<file path="config.mk">
export PLATFORM = sky130hd
export DESIGN_NAME = dfg_table_writer
export DESIGN_NICKNAME = d
export VERILOG_FILES = /design/src/rtl/dfg_table_writer.sv
export SDC_FILE = /design/constraint.sdc
export NUM_CORES = 1
export LEC_CHECK = 0
export CAP_MARGIN = 20
export CORE_MARGIN = 4
export CORE_UTILIZATION = 38
export DETAILED_ROUTE_END_ITERATION = 8
export PLACE_DENSITY = 0.84
export SLEW_MARGIN = 20
export SYNTH_ARGS = -nofsm -noshare
export SYNTH_HDL_FRONTEND = slang
export SYNTH_SLANG_ARGS = --single-unit
</file>
<file path="constraint.sdc">
create_clock -name clk -period 4.5 [get_ports clk]
set_clock_uncertainty 0.05 [all_clocks]
set_input_delay 0.9 -clock clk [delete_from_list [all_inputs] [get_ports clk]]
set_output_delay 0.9 -clock clk [all_outputs]
set_load 0.1 [all_outputs]
</file>
<file path="src/rtl/dfg_table_writer.sv">
// -----------------------------------------------------------------------------
// dfg_table_writer
//
// Loads DFG entries into a data table and per-set descriptors into a pointer
// table. After reset an INIT sweep clears every pointer line and data line 0.
// Entries then stream in as beats; each accepted beat is written straight
// through to the next free data line. A beat flagged i_last closes the current
// set, and the following COMMIT cycle writes {set base line, entry count} to
// the set's pointer line. i_finish closes loading. Overflow of either table,
// or a finish request in the middle of a set, ends in a sticky error.
//
// Ports:
//   clk, rst          - clock, synchronous active-high reset
//   i_valid, o_ready  - entry beat handshake
//   i_addr, i_data_init, i_data_end - entry fields (N_ADDR_WIDTH each)
//   i_last            - beat is the last entry of the current set
//   i_finish          - single-cycle request to close loading
//   o_data_we/waddr/wdata - data table write port, wdata = {addr, init, end}
//   o_ptr_we/waddr/wdata  - pointer table write port, wdata = {ptr, count}
//   o_done, o_error   - sticky completion / failure flags
//   o_set_count       - number of committed sets
// -----------------------------------------------------------------------------
module dfg_table_writer #(
    parameter int N_ADDR_WIDTH = 32,
    parameter int N_DATA_LINES = 10,
    parameter int N_PTR_LINES  = 6
) (
    input  logic                      clk,
    input  logic                      rst,
    input  logic                      i_valid,
    output logic                      o_ready,
    input  logic [N_ADDR_WIDTH-1:0]   i_addr,
    input  logic [N_ADDR_WIDTH-1:0]   i_data_init,
    input  logic [N_ADDR_WIDTH-1:0]   i_data_end,
    input  logic                      i_last,
    input  logic                      i_finish,
    output logic                      o_data_we,
    output logic [7:0]                o_data_waddr,
    output logic [3*N_ADDR_WIDTH-1:0] o_data_wdata,
    output logic                      o_ptr_we,
    output logic [7:0]                o_ptr_waddr,
    output logic [15:0]               o_ptr_wdata,
    output logic                      o_done,
    output logic                      o_error,
    output logic [7:0]                o_set_count
);

    typedef enum logic [2:0] {
        S_INIT,
        S_ACCEPT,
        S_COMMIT,
        S_DONE,
        S_ERROR
    } state_t;

    // wr_ptr and set_idx carry a ninth bit so a 256-line table can still be
    // recognised as full before the 8-bit line index would wrap.
    localparam logic [8:0] DATA_END  = 9'(N_DATA_LINES);
    localparam logic [8:0] PTR_END   = 9'(N_PTR_LINES);
    localparam logic [7:0] INIT_LAST = 8'(N_PTR_LINES - 1);

    state_t     state;
    logic [8:0] wr_ptr;
    logic [8:0] set_idx;
    logic [7:0] set_base;
    logic [7:0] set_cnt;
    logic [7:0] init_idx;

    logic handshake;
    logic data_full;
    logic ptr_full;

    // Reset masks the state decode so nothing is written or accepted while
    // rst is high, even if the state register still holds COMMIT or ACCEPT.
    assign o_ready     = !rst && (state == S_ACCEPT);
    assign handshake   = i_valid && o_ready;
    assign data_full   = (wr_ptr == DATA_END);
    assign ptr_full    = (set_idx == PTR_END);
    assign o_set_count = set_idx[7:0];

    // Both table write ports are decoded from the current state and inputs so
    // an accepted beat lands in the data table in the same cycle.
    always_comb begin
        // NOTE: every output gets a default before the case so no path leaves
        // one unassigned, which would otherwise infer a latch.
        o_data_we    = 1'b0;
        o_data_waddr = '0;
        o_data_wdata = '0;
        o_ptr_we     = 1'b0;
        o_ptr_waddr  = '0;
        o_ptr_wdata  = '0;
        case (state)
            S_INIT: begin
                if (!rst) begin
                    o_ptr_we    = 1'b1;
                    o_ptr_waddr = init_idx;
                    // Data line 0 is the reserved all-zero line.
                    o_data_we   = (init_idx == 8'd0);
                end
            end
            S_ACCEPT: begin
                if (handshake && !data_full) begin
                    o_data_we    = 1'b1;
                    o_data_waddr = wr_ptr[7:0];
                    o_data_wdata = {i_addr, i_data_init, i_data_end};
                end
            end
            S_COMMIT: begin
                if (!rst && !ptr_full) begin
                    o_ptr_we    = 1'b1;
                    o_ptr_waddr = set_idx[7:0];
                    o_ptr_wdata = {set_base, set_cnt};
                end
            end
            default: ;
        endcase
    end

    always_ff @(posedge clk) begin
        // NOTE: sequential state uses non-blocking assignments so every
        // register samples the pre-edge values of its neighbours.
        if (rst) begin
            state    <= S_INIT;
            wr_ptr   <= 9'd1;
            set_base <= 8'd1;
            set_idx  <= '0;
            set_cnt  <= '0;
            init_idx <= '0;
            o_done   <= 1'b0;
            o_error  <= 1'b0;
        end else begin
            case (state)
                S_INIT: begin
                    if (init_idx == INIT_LAST) begin
                        state <= S_ACCEPT;
                    end else begin
                        init_idx <= init_idx + 8'd1;
                    end
                end
                S_ACCEPT: begin
                    if (handshake) begin
                        if (data_full) begin
                            state   <= S_ERROR;
                            o_error <= 1'b1;
                        end else begin
                            wr_ptr  <= wr_ptr + 9'd1;
                            set_cnt <= set_cnt + 8'd1;
                            if (i_last) begin
                                state <= S_COMMIT;
                            end
                        end
                    end else if (i_finish) begin
                        // Finishing with a partially loaded set is a protocol error.
                        if (set_cnt == 8'd0) begin
                            state  <= S_DONE;
                            o_done <= 1'b1;
                        end else begin
                            state   <= S_ERROR;
                            o_error <= 1'b1;
                        end
                    end
                end
                S_COMMIT: begin
                    if (ptr_full) begin
                        state   <= S_ERROR;
                        o_error <= 1'b1;
                    end else begin
                        set_idx  <= set_idx + 9'd1;
                        set_base <= wr_ptr[7:0];
                        set_cnt  <= '0;
                        state    <= S_ACCEPT;
                    end
                end
                default: ;  // DONE and ERROR hold until reset
            endcase
        end
    end

endmodule

</file>
==> summary.md <==
| Metric | Value |
|---|---|
| Status | finished clean |
| Final Wtd Congestion | 0.906 |
| Final setup TNS | 0 ns |
| Pleak | 2.88 nW |
| Worst Path Required | 3.55 ns |
| Initial antenna violation count | 3 |
| Library cells used by synthesis | 52 |
| Fraction of registers with async set/reset | 0% |
| Most frequent cells in the layout | 132 x buf_12, 110 x clkdlybuf4s50_1, 100 x and2_1 |
| Synth Instances | 416 |
| Setup Buffers After CTS | 0 |
| Htree depth | 2 |
| Detailed Routing Iterations Pass 1 | 6 |
| Worst-Skew Late Latency | 0.30 ns |
| Mapped cell area | 3280 µm² |
| Core area | 8300 µm² |
| # DRC | 0 |
| Synth top area cells | dfxtp_1 29%, and2_1 19%, and3_1 5.0% |
| Largest family of logic cells by synthesized area | simple AND/OR/NAND/NOR gates |
| Hold path start | o_error$_SDFFE_PP0P_ |
| Commonest non-fill, non-tap cell in the layout | buf_12 |
| CP arrival | 3.09 ns |
| Post-DP HPWL | 13.2 mm |
| Initial drt markers | 349 |
| Io pins | 242 |
| Clk slew on worst S/H paths | 0.09 ns |
| Final Cell Area | 7120 µm² |
| GRT Overall Usage | 30.2% |
| First-pass GRT wire length | 23.5 mm |
| Syn Nets | 526 |
| Synth Area in Compound Gates | 11.0% |
| Final non-filler cell total | 742 |
| Largest net degree at the start of global routing | 43 |
| Period utilization | 89.9% |
| Startpoint types | primary input |
| Yosys top cell area share | 28.7% |
| CTS tree | yes |
| Setup crit end kind | primary output |
| Drt wl/cell | 21.2 µm |
| Routed WL | 15.7 mm |
| Reg2reg setup slack | 2.00 ns |
| Die Ht | 101 µm |
| Post-CTS sizing | 0 |
| Final setup fails | 0 |
| Clock root buffer | clkbuf_8 |
| Vias in the first global route | 4050 |
| Avg Synthesized Cell Area | 7.89 µm² |
| Starting Density | 39.5% |
| Nets | 746 |
| Hold Path Stages | 1 |
| GRT overflow | 0 |
| Die W | 101 µm |
| Worst r2r src | wr_ptr[1]$_SDFFE_PP0P_ |
| Core Util, Final | 85.8% |
| Total CTS buffers | 5 |
| Synth Register Bits | 47 |
| # rows | 33 |
| Peak VDD IR | 0.195 mV |
| Crit path max fanout | 42 |
| # hold bufs at CTS | 0 |
| Adder-cell share of the synthesized area | 3.43% |
| Post-synthesis sequential area ratio | 28.7% |
| Clock Tree Buf Depth | 2 |
| Fmax | 0.247 GHz |
| Hold Fails Final Rpt | 0 |
| IO Port Bufs | 241 |
| Max-cap viol count | 0 |
| Simple-gate area share of the yosys netlist | 42.1% |
| Worst R2R End | wr_ptr[0]$_SDFFE_PP1P_ |
| Filler cells | 414 |
| Xor and xnor area share after synthesis | 4.27% |
| RSZ-0062 raised after global routing | no |
| CTS Sinks | 47 |
| DR vias | 4020 |
| Final ANT Viol Nets | 0 |
| Fin worst setup slack | 0.456 ns |
| Die area | 10200 µm² |
| Area of the multi-input gates | 2130 µm² |
| Area of placed instances | 7030 µm² |
| Total Power | 2.21 mW |
| Mean number of vias per cell | 5.42 |
| Power Density | 310 nW/µm² |
| Crit Path Class | primary input to primary output |
| Min Tclk post-route | 4.04 ns |
| Diodes inserted | 0 |
| Hold EP | o_error$_SDFFE_PP0P_ |
| Area leader, netlist | dfxtp_1 |
| Layout area overhead | 117% |
| Slew headroom | 33.2% |
| Cells on worst reg2reg path | 5 |
| Synth Warn # | 0 |
| Inst Count DP | 734 |
| Post-Place Worst Slack | 0.512 ns |
| Multiplexer share of the synthesized area | 3.70% |
| Number of synthesized flops with an enable pin | 0 |
| Predominant post-synthesis flop cell | dfxtp_1 |
| Worst Hold Slack | 0.432 ns |
| Worst Hold Class | flop to flop |
| Register area | 941 µm² |
| Worst slew pin tran | 0.999 ns |
| Layout cells sized above 1 | 24.6% |
| Slew Limit Fails | 0 |
-- Yosys cell counts, types with 3 or more instances --
cell,instances
dfxtp_1,47
nor2_1,36
nand2_1,12
inv_1,11
nor3_1,6
xnor2_1,7
a311oi_1,3
buf_1,3
xor2_1,9
clkbuf_1,16
mux2i_1,11
nand3_1,9
a22o_1,7
buf_4,11
a211oi_1,3
nand2b_1,3
nand3b_1,3
ha_1,9
o21ai_0,8
or4b_2,3
buf_2,4
nor2b_1,3
nand4_1,9
and3_1,26
nor4b_1,4
and2_1,100
a21oi_1,14
or3_1,7
a21o_1,5
-- logic make-up after synthesis --
logic type	Yosys count
muxes	12
AOI/OAI and AO/OA	52
and+or+nand+nor	234
DFF	47
adders and majority gates	9
buffers and inverters	46
xor gates and xnor gates	16
-- registers in the layout, indices dropped and copies added (netlist names) --
name	flops
set_cnt	8
init_idx	8
o_done	1
wr_ptr	9
state	3
set_base	8
set_idx	9
o_error	1
-- metal layers --
metal  track usage [%]  wire, µm  vias up
li1                  -         -     1853
met1              32.4      5350     1888
met2              57.8      8660      231
met3              9.69      1320       42
met4              5.52       371        6
met5                 0        43        -
-- power by group --
group	leakage (nW)	internal [mW]	switching, mW
Combinational	2.46	0.512	0.939
Sequential	0.380	0.444	0.0506
Clock	0.0418	0.112	0.150
Total	2.88	1.07	1.14
-- layout make-up --
class / count / area share [%]
Clock buffer: 6 / 1.02
Clock inverter: 2 / 0.229
Inverter: 11 / 0.580
Multi-Input combinational cell: 323 / 29.9
Sequential cell: 47 / 13.2
Tap cell: 105 / 1.85
Timing Repair Buffer: 248 / 53.2
-- critical path: stages --
cell,delay (ns)
clkdlybuf4s50_1,0.42
buf_4,0.29
nor2b_1,0.44
o211ai_1,0.45
nor2_1,0.37
buf_12,0.22
-- worst max path at each step --
stage / to / cells after the start / startpoint
CTS: o_data_waddr[0] / 6 / rst
detailed placement: o_data_waddr[0] / 6 / rst
finish: o_data_waddr[0] / 6 / rst
floorplan: o_data_waddr[2] / 2 / rst
global route: o_data_waddr[0] / 6 / rst
global placement: o_data_wdata[65] / 6 / i_valid
No activity file was read; power rests on OpenSTA's default activity.
